## src/rtl/avalon_pio_debounce.sv

```systemverilog
`default_nettype none
// ============================================================================
//  Module   : avalon_pio_debounce
//  Purpose  : Avalon-MM PIO for key / switch / LED banks. Each input bit is
//             synchronised, debounced and edge-detected. Captured edges can
//             raise a masked, registered level interrupt. The output register
//             supports plain write plus atomic set and clear.
//  Revision : 1.0 - initial release
// ----------------------------------------------------------------------------
//  Ports
//    clk        in   1          system clock
//    reset      in   1          asynchronous active-high reset
//    address    in   3          word address
//    read       in   1          read strobe (readdata valid one cycle later)
//    write      in   1          write strobe (takes effect on this edge)
//    writedata  in   32         write data
//    readdata   out  32         registered read data
//    irq        out  1          registered level interrupt
//    pio_in     in   IN_WIDTH   raw asynchronous inputs
//    pio_out    out  OUT_WIDTH  output register
// ----------------------------------------------------------------------------
//  Register map (word addresses, unused bits read 0)
//    0 DATA     R   debounced inputs
//    1 OUT      RW  output register
//    2 IRQMASK  RW  interrupt mask
//    3 EDGECAP  R/W1C captured edges
//    4 OUTSET   W   pio_out |= writedata   (reads 0)
//    5 OUTCLR   W   pio_out &= ~writedata  (reads 0)
//    6,7        reserved (reads 0)
// ============================================================================
module avalon_pio_debounce #(
    parameter int                   IN_WIDTH        = 10,
    parameter int                   OUT_WIDTH       = 10,
    parameter int                   DEBOUNCE_CYCLES = 50000,
    parameter int                   EDGE_TYPE       = 0,
    parameter logic [IN_WIDTH-1:0]  IN_RESET_VAL    = '0,
    parameter logic [OUT_WIDTH-1:0] OUT_RESET_VAL   = '0
) (
    input  logic                 clk,
    input  logic                 reset,
    input  logic [2:0]           address,
    input  logic                 read,
    input  logic                 write,
    input  logic [31:0]          writedata,
    output logic [31:0]          readdata,
    output logic                 irq,
    input  logic [IN_WIDTH-1:0]  pio_in,
    output logic [OUT_WIDTH-1:0] pio_out
);

    // ------------------------------------------------------------------------
    // Constants
    // ------------------------------------------------------------------------
    localparam int                c_cnt_w   = $clog2(DEBOUNCE_CYCLES + 1);
    localparam logic [c_cnt_w-1:0] c_cnt_max = c_cnt_w'(DEBOUNCE_CYCLES - 1);

    localparam logic [2:0] c_addr_data    = 3'd0;
    localparam logic [2:0] c_addr_out     = 3'd1;
    localparam logic [2:0] c_addr_irqmask = 3'd2;
    localparam logic [2:0] c_addr_edgecap = 3'd3;

    // ------------------------------------------------------------------------
    // Storage
    // ------------------------------------------------------------------------
    logic [IN_WIDTH-1:0]  r_sync1;
    logic [IN_WIDTH-1:0]  r_sync2;      // synchronised input ("s")
    logic [IN_WIDTH-1:0]  r_stable;     // debounced input
    logic [IN_WIDTH-1:0]  r_prev;       // r_stable delayed one cycle
    logic [IN_WIDTH-1:0]  r_irqmask;
    logic [IN_WIDTH-1:0]  r_edgecap;
    logic [OUT_WIDTH-1:0] r_out;
    logic [31:0]          r_readdata;
    logic                 r_irq;

    // ------------------------------------------------------------------------
    // Combinational signals
    // ------------------------------------------------------------------------
    logic [IN_WIDTH-1:0]  w_accept;     // bit whose new level is accepted now
    logic [IN_WIDTH-1:0]  w_edge;
    logic [IN_WIDTH-1:0]  w_w1c;
    logic [IN_WIDTH-1:0]  w_edgecap_nxt;
    logic [IN_WIDTH-1:0]  w_wd_in;
    logic [OUT_WIDTH-1:0] w_wd_out;
    logic [OUT_WIDTH-1:0] w_out_nxt;
    logic [31:0]          w_rd_mux;
    logic                 w_wr_out;
    logic                 w_wr_set;
    logic                 w_wr_clr;
    logic                 w_wr_mask;
    logic                 w_wr_ecap;
    logic                 w_unused_wd;

    assign w_wd_in     = writedata[IN_WIDTH-1:0];
    assign w_wd_out    = writedata[OUT_WIDTH-1:0];
    // Upper write-data bits beyond the bank widths are intentionally dropped.
    assign w_unused_wd = ^writedata;

    // ------------------------------------------------------------------------
    // Two-flop synchroniser
    // ------------------------------------------------------------------------
    always_ff @(posedge clk or posedge reset) begin
        if (reset) begin
            r_sync1 <= IN_RESET_VAL;
            r_sync2 <= IN_RESET_VAL;
        end else begin
            r_sync1 <= pio_in;
            r_sync2 <= r_sync1;
        end
    end

    // ------------------------------------------------------------------------
    // Per-bit debounce counter. The counter only runs while the synchronised
    // level disagrees with the accepted level; any agreement restarts it, so
    // a glitch shorter than DEBOUNCE_CYCLES leaves no trace. On expiry the
    // counter returns to 0, so it can never wrap.
    // ------------------------------------------------------------------------
    for (genvar i = 0; i < IN_WIDTH; i++) begin : g_bit
        logic [c_cnt_w-1:0] r_cnt;
        logic               w_mismatch;
        logic               w_expire;

        assign w_mismatch  = r_sync2[i] ^ r_stable[i];
        assign w_expire    = w_mismatch && (r_cnt == c_cnt_max);
        assign w_accept[i] = w_expire;

        always_ff @(posedge clk or posedge reset) begin
            if (reset) begin
                r_cnt <= '0;
            end else if (!w_mismatch || w_expire) begin
                r_cnt <= '0;
            end else begin
                r_cnt <= r_cnt + 1'b1;
            end
        end
    end

    // Accepting a bit means it takes the synchronised level, i.e. it toggles.
    always_ff @(posedge clk or posedge reset) begin
        if (reset) begin
            r_stable <= IN_RESET_VAL;
            r_prev   <= IN_RESET_VAL;
        end else begin
            r_stable <= r_stable ^ w_accept;
            r_prev   <= r_stable;
        end
    end

    // ------------------------------------------------------------------------
    // Edge selection. r_prev resets to the same value as r_stable, so reset
    // itself never produces an edge.
    // ------------------------------------------------------------------------
    if (EDGE_TYPE == 0) begin : g_edge_rise
        assign w_edge = r_stable & ~r_prev;
    end else if (EDGE_TYPE == 1) begin : g_edge_fall
        assign w_edge = ~r_stable & r_prev;
    end else begin : g_edge_any
        assign w_edge = r_stable ^ r_prev;
    end

    // ------------------------------------------------------------------------
    // Write decode
    // ------------------------------------------------------------------------
    assign w_wr_out  = write && (address == c_addr_out);
    assign w_wr_mask = write && (address == c_addr_irqmask);
    assign w_wr_ecap = write && (address == c_addr_edgecap);
    assign w_wr_set  = write && (address == 3'd4);
    assign w_wr_clr  = write && (address == 3'd5);

    always_comb begin
        w_out_nxt = r_out;
        if (w_wr_out) begin
            w_out_nxt = w_wd_out;
        end else if (w_wr_set) begin
            w_out_nxt = r_out | w_wd_out;
        end else if (w_wr_clr) begin
            w_out_nxt = r_out & ~w_wd_out;
        end
    end

    // A new edge is OR-ed in after the clear, so a simultaneous edge wins.
    assign w_w1c         = w_wr_ecap ? w_wd_in : '0;
    assign w_edgecap_nxt = (r_edgecap & ~w_w1c) | w_edge;

    always_ff @(posedge clk or posedge reset) begin
        if (reset) begin
            r_out     <= OUT_RESET_VAL;
            r_irqmask <= '0;
            r_edgecap <= '0;
            r_irq     <= 1'b0;
        end else begin
            r_out     <= w_out_nxt;
            r_edgecap <= w_edgecap_nxt;
            if (w_wr_mask) begin
                r_irqmask <= w_wd_in;
            end
            // Built from the registered capture and mask, hence one cycle
            // behind either of them changing.
            r_irq     <= |(r_edgecap & r_irqmask);
        end
    end

    // ------------------------------------------------------------------------
    // Read path. The mux sees pre-write register values, so a read and write
    // in the same cycle returns the old contents.
    // ------------------------------------------------------------------------
    always_comb begin
        w_rd_mux = '0;
        case (address)
            c_addr_data:    w_rd_mux[IN_WIDTH-1:0]  = r_stable;
            c_addr_out:     w_rd_mux[OUT_WIDTH-1:0] = r_out;
            c_addr_irqmask: w_rd_mux[IN_WIDTH-1:0]  = r_irqmask;
            c_addr_edgecap: w_rd_mux[IN_WIDTH-1:0]  = r_edgecap;
            default:        w_rd_mux = '0;
        endcase
    end

    always_ff @(posedge clk or posedge reset) begin
        if (reset) begin
            r_readdata <= '0;
        end else if (read) begin
            r_readdata <= w_rd_mux;
        end
    end

    assign readdata = r_readdata;
    assign irq      = r_irq;
    assign pio_out  = r_out;

endmodule
`default_nettype wire

```

## config.mk

```make
export PLATFORM = sky130hd
export DESIGN_NAME = avalon_pio_debounce
export DESIGN_NICKNAME = d
export VERILOG_FILES = /design/src/rtl/avalon_pio_debounce.sv
export SDC_FILE = /design/constraint.sdc
export NUM_CORES = 1
export LEC_CHECK = 0
export ABC_CLOCK_PERIOD_IN_PS = 16700
export BUFFER_PORTS_ARGS = -buffer_cell sky130_fd_sc_hd__buf_2
export CORE_MARGIN = 3
export CORE_UTILIZATION = 57
export DETAILED_ROUTE_END_ITERATION = 8
export PLACE_DENSITY = 0.77
export SLEW_MARGIN = 5
export SYNTH_ARGS = -nofsm -noshare
export SYNTH_HDL_FRONTEND = slang
export SYNTH_SLANG_ARGS = --single-unit
```

## constraint.sdc

```tcl
create_clock -name clk -period 16.7 [get_ports clk]
set_input_delay 0.835 -clock clk [delete_from_list [all_inputs] [get_ports clk]]
set_output_delay 0.835 -clock clk [all_outputs]
set_load 0.02 [all_outputs]
```

## After elaboration in Yosys (flattened, before gate mapping)

Cells that the tools add are included.

| cells by class | value |
|---|---|
| add/sub/neg operators | 10 |
| equality and inequality tests | 15 |
| mux-type cells | 15 |
| bitwise operators | 20 |
| reductions and logical operators | 38 |

Operators by type and width:

| operator | count |
|---|---|
| adder 16 x 1 -> 16 bit, second input constant | 10 |
| == test 16 bit, second input constant | 10 |
| two-way mux 16 bit | 10 |
| bitwise AND 10 bit | 4 |
| two-way mux 10 bit | 4 |
| one-hot mux 10 bit (4 select lines) | 1 |
| NOT 10 bit | 3 |
| bitwise OR 10 bit | 2 |
| logical AND 1 bit | 15 |
| logical NOT 1 bit | 10 |
| logical OR 1 bit | 10 |
| OR reduction 10 bit | 1 |
| XOR 1 bit | 10 |
| XOR 10 bit | 1 |
| == test 3 x 2 -> 1 bit, second input constant | 2 |
| == test 3 bit, second input constant | 2 |
| == test 3 x 1 -> 1 bit, second input constant | 1 |
| logical NOT 3 bit | 1 |
| nonzero test 3 bit | 1 |

| word-level totals | value |
|---|---|
| register bits after elaboration | 241 |
| input port bits | 49 |
| output and inout port bits | 43 |

## Longest topological paths before layout

| logic depth | value |
|---|---|
| word-level depth | 6 |
| mapped depth | 7 |

## Worst setup path after synthesis

Ideal clock, no wire load.

| path | value |
|---|---|
| path kind | input-to-reg |
| from | input address[0] |
| to | register r_irqmask[0] |
| library setup time | 0.125 ns |
| arrival | 1.984 ns |
| data required time | 16.575 ns |
| path slack | 14.591 ns |
| stages on the path | 4 |
| buffers on the path | 2 |
| cell sequence | clkbuf_1 nor4bb_1 clkbuf_1 mux2_2 |

| on the way | value |
|---|---|
| word-level cells in the longest chain between the ends | 2 |

RTL lines:

| item | RTL line | source |
|---|---|---|
| from (decl) | 41 | `input logic [2:0] address,` |
| == test 3 x 2 -> 1 bit | 164 | `assign w_wr_mask = write && (address == c_addr_irqmask);` |
| logical AND 1 bit | 164 |  |
| to (signal assigned) | 194 | `r_irqmask <= w_wd_in;` |
| to (decl) | 69 | `logic [IN_WIDTH-1:0] r_irqmask;` |

No other way between the ends.
A chain may end at the register's enable or synchronous reset.

==> results.toml <==
[timing]
setup_violations = 0
maxSlewViolCount = 0
skew_ps = 6.981
fmaxAchievable_ghz = 0.5053
rsz0062_at_grt = "no"
hold_viol_final = 0
slew_headroom_pct = 35.78
fin_crit_sh_pct = 11.85
post-route-min-period_ps = 1979
worst_slew_pin_slew_ps = 963.3
fin_ws_ps = 14720
finalSetupTns_ps = 0

[floorplan]
die_h_um = 146.1
die_x_um = 146.1
rows = 50
start_util_pct = 58.81
coreArea_um2 = 19020
die_area_um2 = 21340
io_pins = 92

[global_route]
antenna_found_initial = 4
grt_usage_pct = 20.16
first_global_vias = 7517
grt_util_met1_pct = 28.07
grt_max_degree = 83
met2_usage_pct = 32.87
grt-ovfl-total = 0
grt_pass1_wl_um = 36460
grt_use_met3_pct = 3.849
top_usage_layer = "met2"

[clock_tree]
clockRootBuffer = "clkbuf_16"
path_clk_slew_ps = 60
clockBufferDepth = 3
cts_buffers = 25
cts_tree = "done"
clk_latency_ps = 510
post-cts-setup-buffers = 0
clock_sinks = 241
ctsResizeCount = 0
holdBufCountCts = 0
htreeDepth = 1

[logic_synthesis]
synth-xor-area-share_pct = 11.67
synth-compound-area-share_pct = 3.043
synth_top_family_by_area = "simple AND/OR/NAND/NOR gates"
yosysUniqueCellTypes = 46
synth-simple-area-share_pct = 21.80
synth-warning-count = 0
synth_top_flop_cell = "dfrtp_1"
synthMuxAreaShare_pct = 4.094
synthAdderAreaFrac_pct = 1.119
syn-mean-instance-area_um2 = 10.57
synthCells = 1058
ys_ff_latch = 241
ys_seq_area_share_pct = 53.92
synth.cell_area_um2 = 11180
synth_edf_count = 0
async_flop_share_pct = 100.0

[drt]
wl_um = 21410
num_vias = 7655
via_per_inst = 5.499
drcViolationCount = 0
routedWlPerCell_um = 15.38
drtIter0Drc = 511
postRouteAntennaNets = 0
drt_first_pass_iters = 5

[power]
p_seq_share_pct = 48.2
total_power_mw = 1.314
power_switching_uw = 307.2
p_leak_nw = 5.222
clkPwrFrac_pct = 44.7
p_int_mw = 1.007
swShare_pct = 23.38
vdd_drop_max_mv = 0.09145
combPwrFrac_pct = 7.2
power.density_nw_per_um2 = 105.4

[placed_design]
io_buffers = 47
pre_cts_slack_ps = 14270
dpl.hpwl_um = 14100
place.gp.congestion = 0.8265
placed_cell_area_um2 = 11580
placedCellCount = 1344

[critical_path]
cp.required_ps = 15870
critical_path_peak_fanout = 4
end_kind = "output port"
cp-start-kind = "flip-flop"
crit_buf_inv = 1
crit_type = "flip-flop to output port"
cpMaxStageDelayCell = "dfrtp_1"
cpLargestDelayFamily = "flip-flops"
max_stage_delay_ps = 420
path_cells = "buf_2"
cp.arrival_ps = 1140

[min_path]
hp-class = "flip-flop to flip-flop"

[layout]
fin_cells = 1392
nets = 1170
design_area_um2 = 12460
drive_gt1_share_pct = 11.51
area_growth_syn_to_layout_pct = 11.43
nFillCells = 1501

[status]
status = "completed"

[flow_run]
max_cap_violations = 0
[state kept, by name, summed over array words and instances, names as in the netlist, named ones only]
register,cells
r_sync2,10
r_irqmask,10
r_prev,10
r_sync1,10
readdata,10
irq,1
g_bit.r_cnt,160
r_edgecap,10
[worst paths after layout]
kind	end	cells after the start	startpoint	slack (ps)
max	pio_out[9]	1	flip-flop	14720
min	r_sync2[8]$_DFF_PP0_	0	r_sync1[8]$_DFF_PP0_	350
max reg2reg	flip-flop	3	g_bit[8].r_cnt[11]$_DFF_PP0_	14760
min reg2reg	r_sync2[8]$_DFF_PP0_	0	r_sync1[8]$_DFF_PP0_	350
max in group asynchronous	g_bit[6].r_cnt[1]$_DFF_PP0_	3	reset	14910
min in group asynchronous	asynchronous set/reset pin	2	reset	380
[metrics by stage]
stage	util [%]	hold WS, ps
2_1_floorplan	-	331.2
3_3_place_gp	60.87	333.3
3_5_place_dp	60.87	334.7
4_1_cts	65.49	346.8
5_1_grt	65.52	355.8
6_report	65.53	345.0
[kinds of logic (layout without fill, tap and decap cells)]
kind of cell               Yosys count  count (layout)
AOI/OAI and AO/OA                   58              58
xor gates and xnor gates           149             149
adders and majority gates           10              10
buffers and inverters               98             148
DFF                                241             241
muxes                               30              30
other                                1              25
and+or+nand+nor                    471             471
[cells in the final DEF, fill, tap and decap left out, drive strengths merged, types with 2 or more instances in the layout]
cell	instances
nand2b	2
nor3	32
a211oi	5
and3	16
buf	50
bufinv	4
nor4bb	17
or3	6
clkbuf	34
or4	7
ha	10
and4	5
inv	53
mux4	10
xnor2	109
o21ai	13
or4b	2
a21oi	21
o22ai	10
nand2	65
dfrtp	241
diode	3
and2	3
nor4b	8
clkinv	5
clkinvlp	2
mux2	20
conb	22
nand3	46
a22oi	3
nand4	49
xor2	40
nand4b	6
nor2	162
o31ai	3
nor4	41
[area by class of cell]
type,count,area [µm²],area share [%]
Sequential cell,241,6031,48.39
Timing Repair Buffer,50,257.7,2.068
Inverter,53,206.4,1.656
Antenna cell,3,7.507,0.06023
Clock buffer,34,719.4,5.773
Tap cell,260,325.3,2.610
Clock inverter,11,160.2,1.285
Multi-Input combinational cell,740,4756,38.16
[synth_stat cells (all sizes together) (5+ instances only)]
library cell	count	area (µm²)
a211oi	5	37.54
a21oi	21	105.1
and3	16	101.4
and4	5	43.79
buf	29	224.0
clkbuf	16	60.06
dfrtp	241	6031
ha	10	125.1
inv	53	198.9
mux2	20	232.7
mux4	10	225.2
nand2	65	259.0
nand3	46	230.2
nand4	49	306.5
nand4b	6	52.55
nor2	162	608.1
nor3	32	160.2
nor4	41	256.5
nor4b	8	70.07
nor4bb	17	170.2
o21ai	13	65.06
o22ai	10	62.56
or3	6	37.54
or4	7	60.06
xnor2	109	954.7
xor2	40	350.3
[power by group through the flow]
| stage | clock (mW) | sequential [mW] | combinational [mW] |
|---|---|---|---|
| 4_1_cts | 0.599 | 0.632 | 0.0957 |
| 2_1_floorplan | 0 | 0.646 | 0.0609 |
| 3_5_place_dp | 0 | 0.642 | 0.0947 |
| 6_report | 0.587 | 0.633 | 0.0942 |
| 5_1_grt | 0.627 | 0.635 | 0.104 |
| 3_3_place_gp | 0 | 0.641 | 0.0922 |
[per-layer routing]
metal / up-vias / part of all wire [%]
met1: 3750 / 46
met3: 35 / 4.4
met2: 116 / 47
li1: 3750 / -
met4: 4 / 2.1
met5: - / 0.075
No activity file was read; power rests on OpenSTA's default activity.
